[config.mk]
export PLATFORM = sky130hd
export DESIGN_NAME = mix_columns_iter
export DESIGN_NICKNAME = d
export VERILOG_FILES = /design/src/rtl/mix_columns_iter.sv
export SDC_FILE = /design/constraint.sdc
export NUM_CORES = 1
export LEC_CHECK = 0
export ABC_AREA = 0
export BUFFER_PORTS_ARGS = -buffer_cell sky130_fd_sc_hd__buf_4
export CORE_ASPECT_RATIO = 1.2
export CORE_MARGIN = 5
export CORE_UTILIZATION = 52
export DETAILED_ROUTE_END_ITERATION = 8
export PLACE_DENSITY_LB_ADDON = 0.05
export SLEW_MARGIN = 10
export SYNTH_ARGS = -nofsm -noshare
export SYNTH_HDL_FRONTEND = slang
export SYNTH_SLANG_ARGS = --single-unit
[constraint.sdc]
create_clock -name clk -period 3.3 [get_ports clk]
set_clock_uncertainty 0.1 [all_clocks]
set_input_delay 0.66 -clock clk [delete_from_list [all_inputs] [get_ports clk]]
set_output_delay 0.66 -clock clk [all_outputs]
set_load 0.05 [all_outputs]
[src/rtl/mix_columns_iter.sv]
// AES MixColumns / InvMixColumns engine, COLS_PER_CYCLE columns per clock.
// Inverse mode is built only when MIXCOL_INV_EN is defined.
module mix_columns_iter #(
    parameter int COLS_PER_CYCLE = 1
) (
    input  logic         clk,
    input  logic         rst_n,
    input  logic         in_valid,
    output logic         in_ready,
    input  logic [127:0] in_data,
    input  logic         in_inv,
    output logic         out_valid,
    input  logic         out_ready,
    output logic [127:0] out_data,
    output logic         busy
);

    localparam int NCYC = 4 / COLS_PER_CYCLE;
    localparam int CW   = (NCYC > 1) ? $clog2(NCYC) : 1;

    if (!(COLS_PER_CYCLE == 1 || COLS_PER_CYCLE == 2 ||
          COLS_PER_CYCLE == 4)) begin : g_bad_cols
        $error("mix_columns_iter: COLS_PER_CYCLE must be 1, 2 or 4");
    end

    typedef enum logic [1:0] {
        IDLE = 2'd0,
        BUSY = 2'd1,
        DONE = 2'd2
    } state_t;

    state_t        state;
    state_t        state_nxt;
    logic [CW-1:0] cnt;
    logic [CW-1:0] cnt_nxt;
    logic [127:0]  work;
    logic [127:0]  work_nxt;
    logic [127:0]  mixed;
    logic [1:0]    idx;
    logic          accept;
    logic          last;

    function automatic logic [7:0] xtime(input logic [7:0] x);
        return {x[6:0], 1'b0} ^ (x[7] ? 8'h1b : 8'h00);
    endfunction

    function automatic logic [31:0] fwd_col(input logic [31:0] col);
        logic [7:0] a [4];
        logic [7:0] b [4];
        for (int i = 0; i < 4; i++) a[i] = col[31-8*i -: 8];
        for (int r = 0; r < 4; r++)
            b[r] = xtime(a[r]) ^ xtime(a[(r+1)%4]) ^ a[(r+1)%4]
                 ^ a[(r+2)%4] ^ a[(r+3)%4];
        return {b[0], b[1], b[2], b[3]};
    endfunction

`ifdef MIXCOL_INV_EN
    logic inv_q;

    function automatic logic [31:0] inv_col(input logic [31:0] col);
        logic [7:0] a  [4];
        logic [7:0] x2 [4];
        logic [7:0] x4 [4];
        logic [7:0] x8 [4];
        logic [7:0] b  [4];
        for (int i = 0; i < 4; i++) begin
            a[i]  = col[31-8*i -: 8];
            x2[i] = xtime(a[i]);
            x4[i] = xtime(x2[i]);
            x8[i] = xtime(x4[i]);
        end
        for (int r = 0; r < 4; r++)
            b[r] = x8[r] ^ x4[r] ^ x2[r]
                 ^ x8[(r+1)%4] ^ x2[(r+1)%4] ^ a[(r+1)%4]
                 ^ x8[(r+2)%4] ^ x4[(r+2)%4] ^ a[(r+2)%4]
                 ^ x8[(r+3)%4] ^ a[(r+3)%4];
        return {b[0], b[1], b[2], b[3]};
    endfunction

    // direction bit captured with the state it applies to
    always_ff @(posedge clk or negedge rst_n) begin
        if (!rst_n) inv_q <= 1'b0;
        else if (accept) inv_q <= in_inv;
    end
`else
    logic unused_inv;
    assign unused_inv = in_inv;
`endif

    assign accept    = in_valid & in_ready;
    assign last      = (cnt == CW'(NCYC - 1));
    assign in_ready  = rst_n & ((state == IDLE) |
                                ((state == DONE) & out_ready));
    assign out_valid = (state == DONE);
    assign busy      = (state == BUSY);
    assign out_data  = work;

    // transform the column slice selected by the counter, rest passes through
    always_comb begin
        mixed = work;
        idx   = 2'd0;
        for (int k = 0; k < COLS_PER_CYCLE; k++) begin
            idx = 2'(int'(cnt) * COLS_PER_CYCLE + k);
`ifdef MIXCOL_INV_EN
            mixed[{~idx, 5'b0} +: 32] = inv_q ?
                inv_col(work[{~idx, 5'b0} +: 32]) :
                fwd_col(work[{~idx, 5'b0} +: 32]);
`else
            mixed[{~idx, 5'b0} +: 32] = fwd_col(work[{~idx, 5'b0} +: 32]);
`endif
        end
    end

    // next-state, counter and working-register update
    always_comb begin
        state_nxt = state;
        cnt_nxt   = cnt;
        work_nxt  = work;
        unique case (state)
            IDLE: begin
                if (accept) begin
                    state_nxt = BUSY;
                    work_nxt  = in_data;
                end
            end
            BUSY: begin
                work_nxt = mixed;
                if (last) begin
                    cnt_nxt   = '0;
                    state_nxt = DONE;
                end else begin
                    cnt_nxt = cnt + 1'b1;
                end
            end
            DONE: begin
                if (out_ready) begin
                    if (in_valid) begin
                        state_nxt = BUSY;
                        work_nxt  = in_data;
                    end else begin
                        state_nxt = IDLE;
                    end
                end
            end
            default: state_nxt = IDLE;
        endcase
    end

    // state, column counter and working register
    always_ff @(posedge clk or negedge rst_n) begin
        if (!rst_n) begin
            state <= IDLE;
            cnt   <= '0;
            work  <= '0;
        end else begin
            state <= state_nxt;
            cnt   <= cnt_nxt;
            work  <= work_nxt;
        end
    end

endmodule

* Yosys cells after proc, flatten, opt, wreduce, memory -nomap -nowiden
Index checks and enable logic that the tools add are counted.
** Word-level totals
- Output and inout port bits :: 131
- Flip-flop bits (word level) :: 132
- Word-level logic and storage cells :: 59
- Input bits :: 133
** Cells by class
- Equal/unequal tests :: 7
- Reduce and logical (&&, ||, !) cells :: 4
- Bitwise operators :: 25
- Mux-type cells :: 15
- Shift-type cells :: 3
- Add/subtract/negate cells :: 2
** Operator list (count)
- $mux 128 :: 3
- $pmux 128 s3 :: 1
- $bwmux 128 :: 1
- $shift 32x9->128 const A :: 1
- $shiftx 128x8->32 :: 1
- $shiftx 32x9->128 :: 1
- $xor 8x8->8 :: 16
- $xor 8x5->8 :: 4
- $mux 5 :: 4
- $neg 7->9 :: 1
- $mux 2 :: 4
- $pmux 2 s3 :: 1
- $eq 2x2->1 const B :: 2
- $ne 2x1->1 const B :: 2
- $ne 2x2->1 const B :: 2
- $reduce_and 4->1 :: 1
- $and 1x1->1 :: 3
- $reduce_and 3->1 :: 1
- $reduce_bool 3->1 :: 1
- $add 2x1->2 const B :: 1
- $eq 2x1->1 const B :: 1
- $logic_not 2->1 :: 1
- $not 2->2 :: 1
- $mux 1 :: 1
- $or 1x1->1 :: 1

* Logic depth before layout (Yosys ltp)
Gate-level depths: netlist (run 1).
- Depth in word-level cells :: 11
- Gate-level depth with buffers :: 10
- Gate-level depth less buffers :: 6

* Worst setup path before layout (run 1)
Ideal clock, no wire load.
- Path type :: input -> output
- Start :: in out_ready
- End :: out in_ready
- Path buffers :: 0
- Setup slack :: 700 ps
- Data arrival time :: 1840 ps
- Stages on the path :: 2
- Data required time :: 2540 ps
- Path through :: nor2b_1 nor3b_1
** Between the ends
- Cells in the longest elaborated chain, start to end :: 3
** RTL lines
- from (decl) :: RTL line 13 : input logic out_ready,
- $and 1x1->1 :: RTL line 93 : ((state == DONE) & out_ready));
- $or 1x1->1 :: RTL line 92 : assign in_ready = rst_n & ((state == IDLE) |
- $and 1x1->1 :: RTL line 92
- to (decl) :: RTL line 9 : output logic in_ready,
No other way between the ends.

* Worst setup path in the final report (run 1)
- Start :: reg cnt[0]
- End :: reg work[88], in the netlist out_data[88]
** Between the ends
- Cells in the longest elaborated chain, start to end :: 11
- Elaborated cells between the ends (all ways) :: 31
- Classes of those cells :: 1 x add/sub; 3 x shift; 6 x mux; 21 x bitwise
** RTL lines
- from (decl) :: RTL line 34 : logic [CW-1:0] cnt;
- from (signal assigned) :: RTL line 157 : cnt <= cnt_nxt;
- $not 2->2 (*) :: RTL line 109 : mixed[{~idx, 5'b0} +: 32] = fwd_col(work[{~idx, 5'b0} +: 32]);
- $shiftx 128x8->32 :: RTL line 109
- $mux 5 :: RTL line 44 : return {x[6:0], 1'b0} ^ (x[7] ? 8'h1b : 8'h00);
- $xor 8x5->8 :: RTL line 44
- $xor 8x8->8 (2 in series) :: RTL line 52 : b[r] = xtime(a[r]) ^ xtime(a[(r+1)%4]) ^ a[(r+1)%4]
- $xor 8x8->8 (2 in series) :: RTL line 53 : ^ a[(r+2)%4] ^ a[(r+3)%4];
- $shiftx 32x9->128 :: RTL line 109
- $bwmux 128 (*) :: RTL line 109
- $pmux 128 s3 (*) :: RTL line 119 : unique case (state)
- to (signal assigned) :: RTL line 158 : work <= work_nxt;
- to (decl) :: RTL line 36 : logic [127:0] work;
Mark *: on every way between the ends. The rest lies on a longest branch, timed or not.
A chain may end at the register's enable or synchronous reset.

==> results.cfg, run 1 <==
[timing]
fin_crit_sh = 0.8794
slew_headroom = 0.4489
fin_setup_tns_ns = 0
rsz0062_at_grt = false
max_clock_freq_mhz = 344.6
setup_slack_ns = 0.3979
hold_viol = 0
slew_viol_final = 0
setup_viol_count_final = 0
fin_crit_ns = 2.902
tightest_slew_ns = 0.8267

[synthesis]
ys.warnings.count = 0
synth.area.top_cells = dfrtp_1, o221ai_1, xnor3_1
synth_cell_types = 33
synth_area_sq_mm = 0.008229
synth_edf_count = 0
synth-main-ff-cell = dfrtp_1
ys_seq_area_frac = 0.4014
async_reset_ff_frac = 1.000
synth_area_per_cell_sq_um = 11.05
synthesis.instances = 745
synth_seq_cells = 132
syn_nets = 882
synth_largest_area_cell = dfrtp_1
synth_top_area_frac = 0.4014

[cts]
clock_latency_ns = 0.42
tritoncts = built
cts_max_level = 4
cts_buffer_depth = 2
root_buffer = clkbuf_16
post-cts-setup-buffers = 0
cts.clk_slew.worst_paths_ns = 0.06
cts_resized = 0
cts_inserted_buffers = 17
ctsHoldBuffers = 0
clkSinkCount = 132

[route]
drc = 0
via_per_inst = 6.630
num_vias = 7916
routed_wl_um = 30700
dr.pass1.iters = 5
drtAntennaViolNets = 0
route.detailed.wl_per_inst_um = 25.71
drtIter0Drc = 778

[critical_path]
critical_path_required_ns = 3.47
critPathKind = reg -> reg
startpoint_type = flop
arrival_ns = 3.07
end_kind = flop
cp_max_fo = 14
worstPathCellList = buf_12 -> mux4_2 -> xnor3_1 -> xor2_1 -> o221ai_1
crit_path_top_delay_cell = mux4_2
slowest_delay_ns = 0.70

[layout]
final_cell_mix = buf_4, nand2_1, dfrtp_1
fillers = 1176
drive_gt1_frac = 0.3732
mostFrequentLayoutCell = buf_4
synthToLayoutAreaGrowth_pct = 33.45
diodes = 0
multi_input_area_sq_mm = 0.004564
fin_nets = 1111
seq_area_sq_mm = 0.003304

[floorplanning]
core_area_sq_mm = 0.01558
io_pins = 264
die_area_sq_mm = 0.01845
initial_core_util = 0.5283
fp.dieH_um = 147.8
core.rowCount = 50
die_w_um = 124.8

[placement]
place.gp.congestion = 0.9445
place_ws_ns = 0.3772
portBuffers = 262
dp_hpwl_um = 21890

[global_route]
grt_pass1_vias = 8551
grtUsageTotal = 0.3293
grt_remaining_overflow = 0
grt_pass1_wl_um = 47460
grt_max_degree = 67
antenna_found_initial = 0

[run_status]
status = complete, no violations

[worst_hold_path]
hold_class = in -> async

[run]
max-cap-violations = 0
cell usage after synthesis, types with 5 or more instances:
| cell type | count |
|---|---|
| xnor2_1 | 5 |
| dfrtp_1 | 132 |
| buf_2 | 7 |
| clkbuf_1 | 72 |
| xor2_1 | 16 |
| a21o_1 | 5 |
| o221ai_1 | 128 |
| nand3_1 | 130 |
| mux4_2 | 32 |
| inv_1 | 5 |
| xnor3_1 | 38 |
| nand2_1 | 133 |
| xnor2_2 | 6 |
worst max-delay path, delay by kind of cell (launching register included):
family	cells	cell delay [ns]
multiplexers	1	0.70
flip-flops	1	0.65
buffers and inverters	1	0.23
AO/OA/AOI/OAI	1	0.21
XOR/XNOR	2	0.85
layer usage:
| metal | track usage | vias to the layer above | share of wire |
|---|---|---|---|
| li1 | - | 3309 | - |
| met1 | 0.3942 | 3896 | 0.35 |
| met2 | 0.5538 | 597 | 0.50 |
| met3 | 0.08638 | 114 | 0.10 |
| met4 | 0.1643 | 0 | 0.042 |
| met5 | 0 | - | 0 |
stage by stage:
step | hold WS (ns) | utilization | area, sq um | instances
4_1_cts | 0.04319 | 0.7050 | 10980 | 1194
6_report | 0.04679 | 0.7050 | 10980 | 1194
5_1_grt | 0.06104 | 0.7050 | 10980 | 1194
3_3_place_gp | 0.4148 | 0.6669 | 10390 | 1163
2_1_floorplan | 0.2644 | - | 8229 | 745
3_5_place_dp | 0.4336 | 0.6669 | 10390 | 1163
area by class of cell:
cell class	instances	share of cell area
Clock buffer	22	0.04227
Clock inverter	9	0.01174
Inverter	5	0.001709
Multi-Input combinational cell	525	0.4156
Sequential cell	132	0.3009
Tap cell	208	0.02370
Timing Repair Buffer	293	0.2041
registers in the layout, summed over array words and instances, names as in the netlist:
register	cells
state	2
cnt	2
out_data	128
cell families (layout without fill, tap and decap cells):
group | Yosys count | count (layout) | synth area share
buffers and inverters | 88 | 329 | 0.04637
adder cells (fa/ha/maj) | 4 | 4 | 0.006082
XOR/XNOR | 75 | 75 | 0.1644
multiplexers | 32 | 32 | 0.08758
AND/OR/NAND/NOR | 277 | 277 | 0.1505
flip-flops | 132 | 132 | 0.4014
AO/OA/AOI/OAI | 137 | 137 | 0.1437
worst paths after layout:
check	startpoint	to	slack, ns	cells past startpoint
setup / recovery	cnt[0]	out_data[88]	0.40	5
hold / removal	rst_n	cnt[1]	0.05	1
setup reg to reg	cnt[0]	out_data[88]	0.40	5
hold reg to reg	out_data[127]	out_data[127]	0.45	2
max in group asynchronous	rst_n	out_data[65]	1.38	3
min in group clk	out_ready	state[1]	0.37	2
Power of run 1 is left out: the tool's default activity adds up to more than one toggle a clock period on the data nets, which glitch-free logic cannot reach.
==> inputs of run 2 (changes only) <==
CELL_PAD_IN_SITES_DETAIL_PLACEMENT = 0   (was not set)
CELL_PAD_IN_SITES_GLOBAL_PLACEMENT = 2   (was not set)
CORE_UTILIZATION = 32   (was 52)
REMOVE_ABC_BUFFERS = 1   (was not set)
==> run 2 against run 1 <==
Net effect: flip-flop and latch count unchanged; die area rose by 57%; via count fell by 1.8%; wire length rose by 18%; register-to-register slack got worse by 0.07 ns; global-route usage decreased by 8.3 points; first-iteration DRC count is 28% lower; critical path depth up 1.
==> results.cfg, run 2 (same netlist as run 1, synthesis figures left out) <==
[timing]
fin_crit_ns = 2.971
rsz0062_at_grt = false
setup_viol_count_final = 0
hold_slack_ns = 0.2155
max_clock_freq_mhz = 336.6
slew_viol_final = 0
tightest_slew_ns = 1.081
fin_crit_sh = 0.9003
hold_viol = 0
slew_headroom = 0.2792

[floorplanning]
core_area_sq_mm = 0.02546
core.rowCount = 64
fp.dieH_um = 185.7
die_area_sq_mm = 0.02904
die_w_um = 156.4
initial_core_util = 0.3232
io_pins = 264

[layout]
diodes = 0
drive_gt1_frac = 0.3776
final_cell_mix = buf_4, nand2_1, dfrtp_1
fin_area_sq_mm = 0.01107
final_core_util = 0.4347
largest_reg_flops = 128
fin_nets = 1104
mostFrequentLayoutCell = buf_4
synthToLayoutAreaGrowth_pct = 34.51

[cts]
cts_resized = 0
post-cts-setup-buffers = 0
cts_buffer_depth = 2
cts_max_level = 4
tritoncts = built
clock_latency_ns = 0.43
root_buffer = clkbuf_16
cts.clk_slew.worst_paths_ns = 0.06
cts_inserted_buffers = 17
ctsHoldBuffers = 0
clkSinkCount = 132

[route]
num_vias = 7773
route.detailed.wl_per_inst_um = 27.74
drtAntennaViolNets = 0
drtIter0Drc = 563
drc = 0
routed_wl_um = 36340
via_per_inst = 5.934
dr.pass1.iters = 5

[global_route]
grtUsageTotal = 0.2463
grt_pass1_wl_um = 53450
grt_max_degree = 68
antenna_found_initial = 0
grt_pass1_vias = 8470
grt_remaining_overflow = 0

[critical_path]
critical_path_required_ns = 3.52
worstPathCellList = buf_12 -> inv_1 -> ha_1 -> or4_2 -> buf_12 -> o221ai_1
cpMostUsedCell = buf_12
arrival_ns = 3.19
path_buf_inv = 3
startpoint_type = flop
cp_top_family = simple AND/OR/NAND/NOR gates
slowest_delay_ns = 0.83
crit_path_top_delay_cell = or4_2
critPathKind = reg -> reg
end_kind = flop
cp_max_fo = 25

[run_status]
status = complete, no violations

[placement]
dp_hpwl_um = 24210
portBuffers = 262
place.gp.congestion = 0.7891
place_area_sq_mm = 0.01055

[worst_hold_path]
hold_class = in -> async

[run]
max-cap-violations = 0
-- run 2: worst paths after layout --
path / start / to / slack [ns] / cells after the start
max in group asynchronous: rst_n / out_data[48] / 1.61 / 3
worst min register to register: out_data[57] / out_data[57] / 0.45 / 2
worst max register to register: cnt[0] / out_data[27] / 0.33 / 6
worst max-delay path: cnt[0] / out_data[27] / 0.33 / 6
worst min-delay path: rst_n / out_data[118] / 0.22 / 2
min in group clk: out_ready / state[1] / 0.36 / 2
-- run 2: worst reg2reg max path: stages, from the launching register on --
cell and delay (ns):
dfrtp_2 0.75, buf_12 0.24, inv_1 0.09, ha_1 0.36, or4_2 0.83, buf_12 0.27
o221ai_1 0.23
-- run 2: area by class of cell --
type                            count  area (sq um)
Fill cell                        2490         14400
Multi-Input combinational cell    525          4578
Sequential cell                   132          3306
Timing Repair Buffer              286          2238
Clock buffer                       22         454.2
Tap cell                          330         412.9
Clock inverter                     10         61.31
Inverter                            5         18.77
-- run 2: per-stage QoR --
| stage | setup WS, ns | setup TNS (ns) | std cells |
|---|---|---|---|
| floorplan | -1.974 | -254.22 | 662 |
| global placement | 0.3102 | 0 | 1278 |
| detailed placement | 0.2990 | 0 | 1278 |
| CTS | 0.2979 | 0 | 1310 |
| global route | 0.1982 | 0 | 1310 |
| finish | 0.3291 | 0 | 1310 |
-- run 2: routing by layer --
| metal | vias to the layer above | share of wire | GRT usage |
|---|---|---|---|
| met5 | - | 0 | 0 |
| met4 | 0 | 0.027 | 0.08194 |
| met3 | 71 | 0.075 | 0.04698 |
| met2 | 430 | 0.51 | 0.4201 |
| met1 | 3969 | 0.39 | 0.3154 |
| li1 | 3303 | - | - |
Power of run 2 is left out for the same reason.
==> inputs of run 3 (changes only) <==
CORE_UTILIZATION = 29   (was 32)
RECOVER_POWER = 25   (was not set)
clock period = 2.45 ns   (was 3.3 ns; I/O delays follow)
==> run 3 against run 2 <==
Net effect: the flow now finishes with violations (max-capacitance violations, max-slew violations, negative setup slack); register-to-register slack got worse by 0.50 ns; design area rose by 16%; via count rose by 3.7%; largest cell class unchanged; hold slack got worse by 0.038 ns; wire length rose by 5.5%; clock-buffer cell count fell by 2; worst setup slack got worse by 0.50 ns.
==> results.cfg, run 3 (same netlist as run 1, synthesis figures left out) <==
[cts]
clock_latency_ns = 0.43
tritoncts = built
root_buffer = clkbuf_16
cts_max_level = 4
clkSinkCount = 132
cts_buffer_depth = 2
cts_inserted_buffers = 17
cts.clk_slew.worst_paths_ns = 0.07
ctsHoldBuffers = 0

[placement]
portBuffers = 262
dp_hpwl_um = 25670
place_area_sq_mm = 0.01093
place.gp.congestion = 0.7989

[global_route]
antenna_found_initial = 3
grtUsageTotal = 0.2367
grt_pass1_vias = 9129
grt_pass1_wl_um = 56870
grt_remaining_overflow = 0
grt_max_degree = 133

[worst_hold_path]
hold_class = in -> reg
worstHoldStart = out_ready

[route]
drc = 0
via_per_inst = 5.572
dr.pass1.iters = 4
num_vias = 8057
route.detailed.wl_per_inst_um = 26.50
drtAntennaViolNets = 0
routed_wl_um = 38320
drtIter0Drc = 453

[critical_path]
crit_end = out_data[95]
critPathKind = reg -> reg
cp_top_family = buffers and inverters
r2r_slack_ns = -0.17
path_depth = 9
startpoint_type = flop
path_buf_inv = 5
arrival_ns = 2.79
crit_path_top_delay_cell = mux4_2
r2r_cells = 9
cp_max_fo = 5
r2r_end = out_data[95]
worstPathCellList = buf_6 -> buf_12 -> buf_4 -> buf_6 -> mux4_2 -> xnor3_1 -> xor2_1 -> buf_4 -> o221ai_1
end_kind = flop
critical_path_required_ns = 2.62
slowest_delay_ns = 0.51
r2r-start = cnt[0]
startpoint = cnt[0]

[layout]
largest_reg_flops = 128
mostFrequentLayoutCell = buf_4
fin_area_sq_mm = 0.01285
fin_nets = 1189
fillers = 2729
final_cell_mix = buf_4, nand2_1, dfrtp_1
synthToLayoutAreaGrowth_pct = 56.12
drive_gt1_frac = 0.5484

[timing]
rsz0062_at_grt = true
hold_viol = 0
fin_crit_ns = 2.624
slew_headroom = -0.3172
fin_crit_sh = 1.071
max_clock_freq_mhz = 381.1
tightest_slew_ns = 1.976
setup_viol_count_final = 100
slew_viol_final = 133
setup_slack_ns = -0.1737

[run_status]
status = finished, violations left
violations = max-capacitance violations, max-slew violations, negative setup slack

[floorplanning]
die_area_sq_mm = 0.03186
core.rowCount = 67
initial_core_util = 0.2939
die_w_um = 163.8
fp.dieH_um = 194.5
core_area_sq_mm = 0.02800
io_pins = 264

[run]
max-cap-violations = 1
run 3: cell types whose count changed in the layout (fill, tap and decap cells not counted), moves of 5 or more:
| cell | delta |
|---|---|
| clkinv_2 | -6 |
| xor2_1 | -10 |
| xor2_4 | +6 |
| xnor3_2 | +20 |
| o221ai_2 | +89 |
| buf_4 | +47 |
| o221ai_1 | -89 |
| buf_6 | +28 |
| buf_12 | +5 |
| xnor3_1 | -20 |
| inv_6 | +5 |
run 3: metal layers:
metal,wire (um),GRT usage
met4,1090,0.09571
met1,14410,0.2805
met5,27,0
met3,2490,0.05614
met2,20290,0.4104
run 3: through the flow:
step / instances / worst slack (ns) / hold WS (ns) / TNS (ns) / util
CTS: 1437 / -0.1508 / 0.1574 / -5.889 / 0.4455
global placement: 1366 / -0.1929 / 0.4210 / -7.360 / 0.3904
global route: 1445 / -0.2463 / 0.1738 / -15.31 / 0.4588
finish: 1446 / -0.1737 / 0.1772 / -6.710 / 0.4588
detailed placement: 1366 / -0.2543 / 0.4283 / -12.19 / 0.3904
floorplan: 662 / -2.824 / 0.09441 / -366.25 / -
run 3: timing repair:
action | CTS | global route
gates cloned | 2 | 0
endpoints found under the setup margin | 118 | 128
gates resized for setup | 120 | 57
buffers inserted | 40 | 7
pin swaps | 63 | 32
run 3: worst min path at each step:
stage / end / slack (ns) / cells past startpoint
2_1_floorplan: cnt[0] / 0.09 / 0
3_3_place_gp: out_data[109] / 0.42 / 2
3_5_place_dp: out_data[78] / 0.43 / 2
4_1_cts: state[0] / 0.16 / 2
5_1_grt: state[1] / 0.17 / 2
6_report: state[1] / 0.18 / 2
run 3: cell type report:
type / count / area, sq um / share of cell area
antenna: 2 / 5.005 / 0.0003896
clock buffer: 20 / 466.7 / 0.03633
clock inverter: 12 / 120.1 / 0.009349
inverter: 5 / 18.77 / 0.001461
multi-input combinational: 525 / 5358 / 0.4170
sequential: 132 / 3306 / 0.2573
tap: 379 / 474.2 / 0.03691
timing repair buffer: 371 / 3099 / 0.2412
run 3: worst reg2reg max path: cells and delay by family (launching register included):
kind                      cells  cell delay [ns]
buffers and inverters         5             0.68
xor gates and xnor gates      2             0.61
muxes                         1             0.51
DFF                           1             0.43
AOI/OAI and AO/OA             1             0.12
Power of run 3 is left out for the same reason.
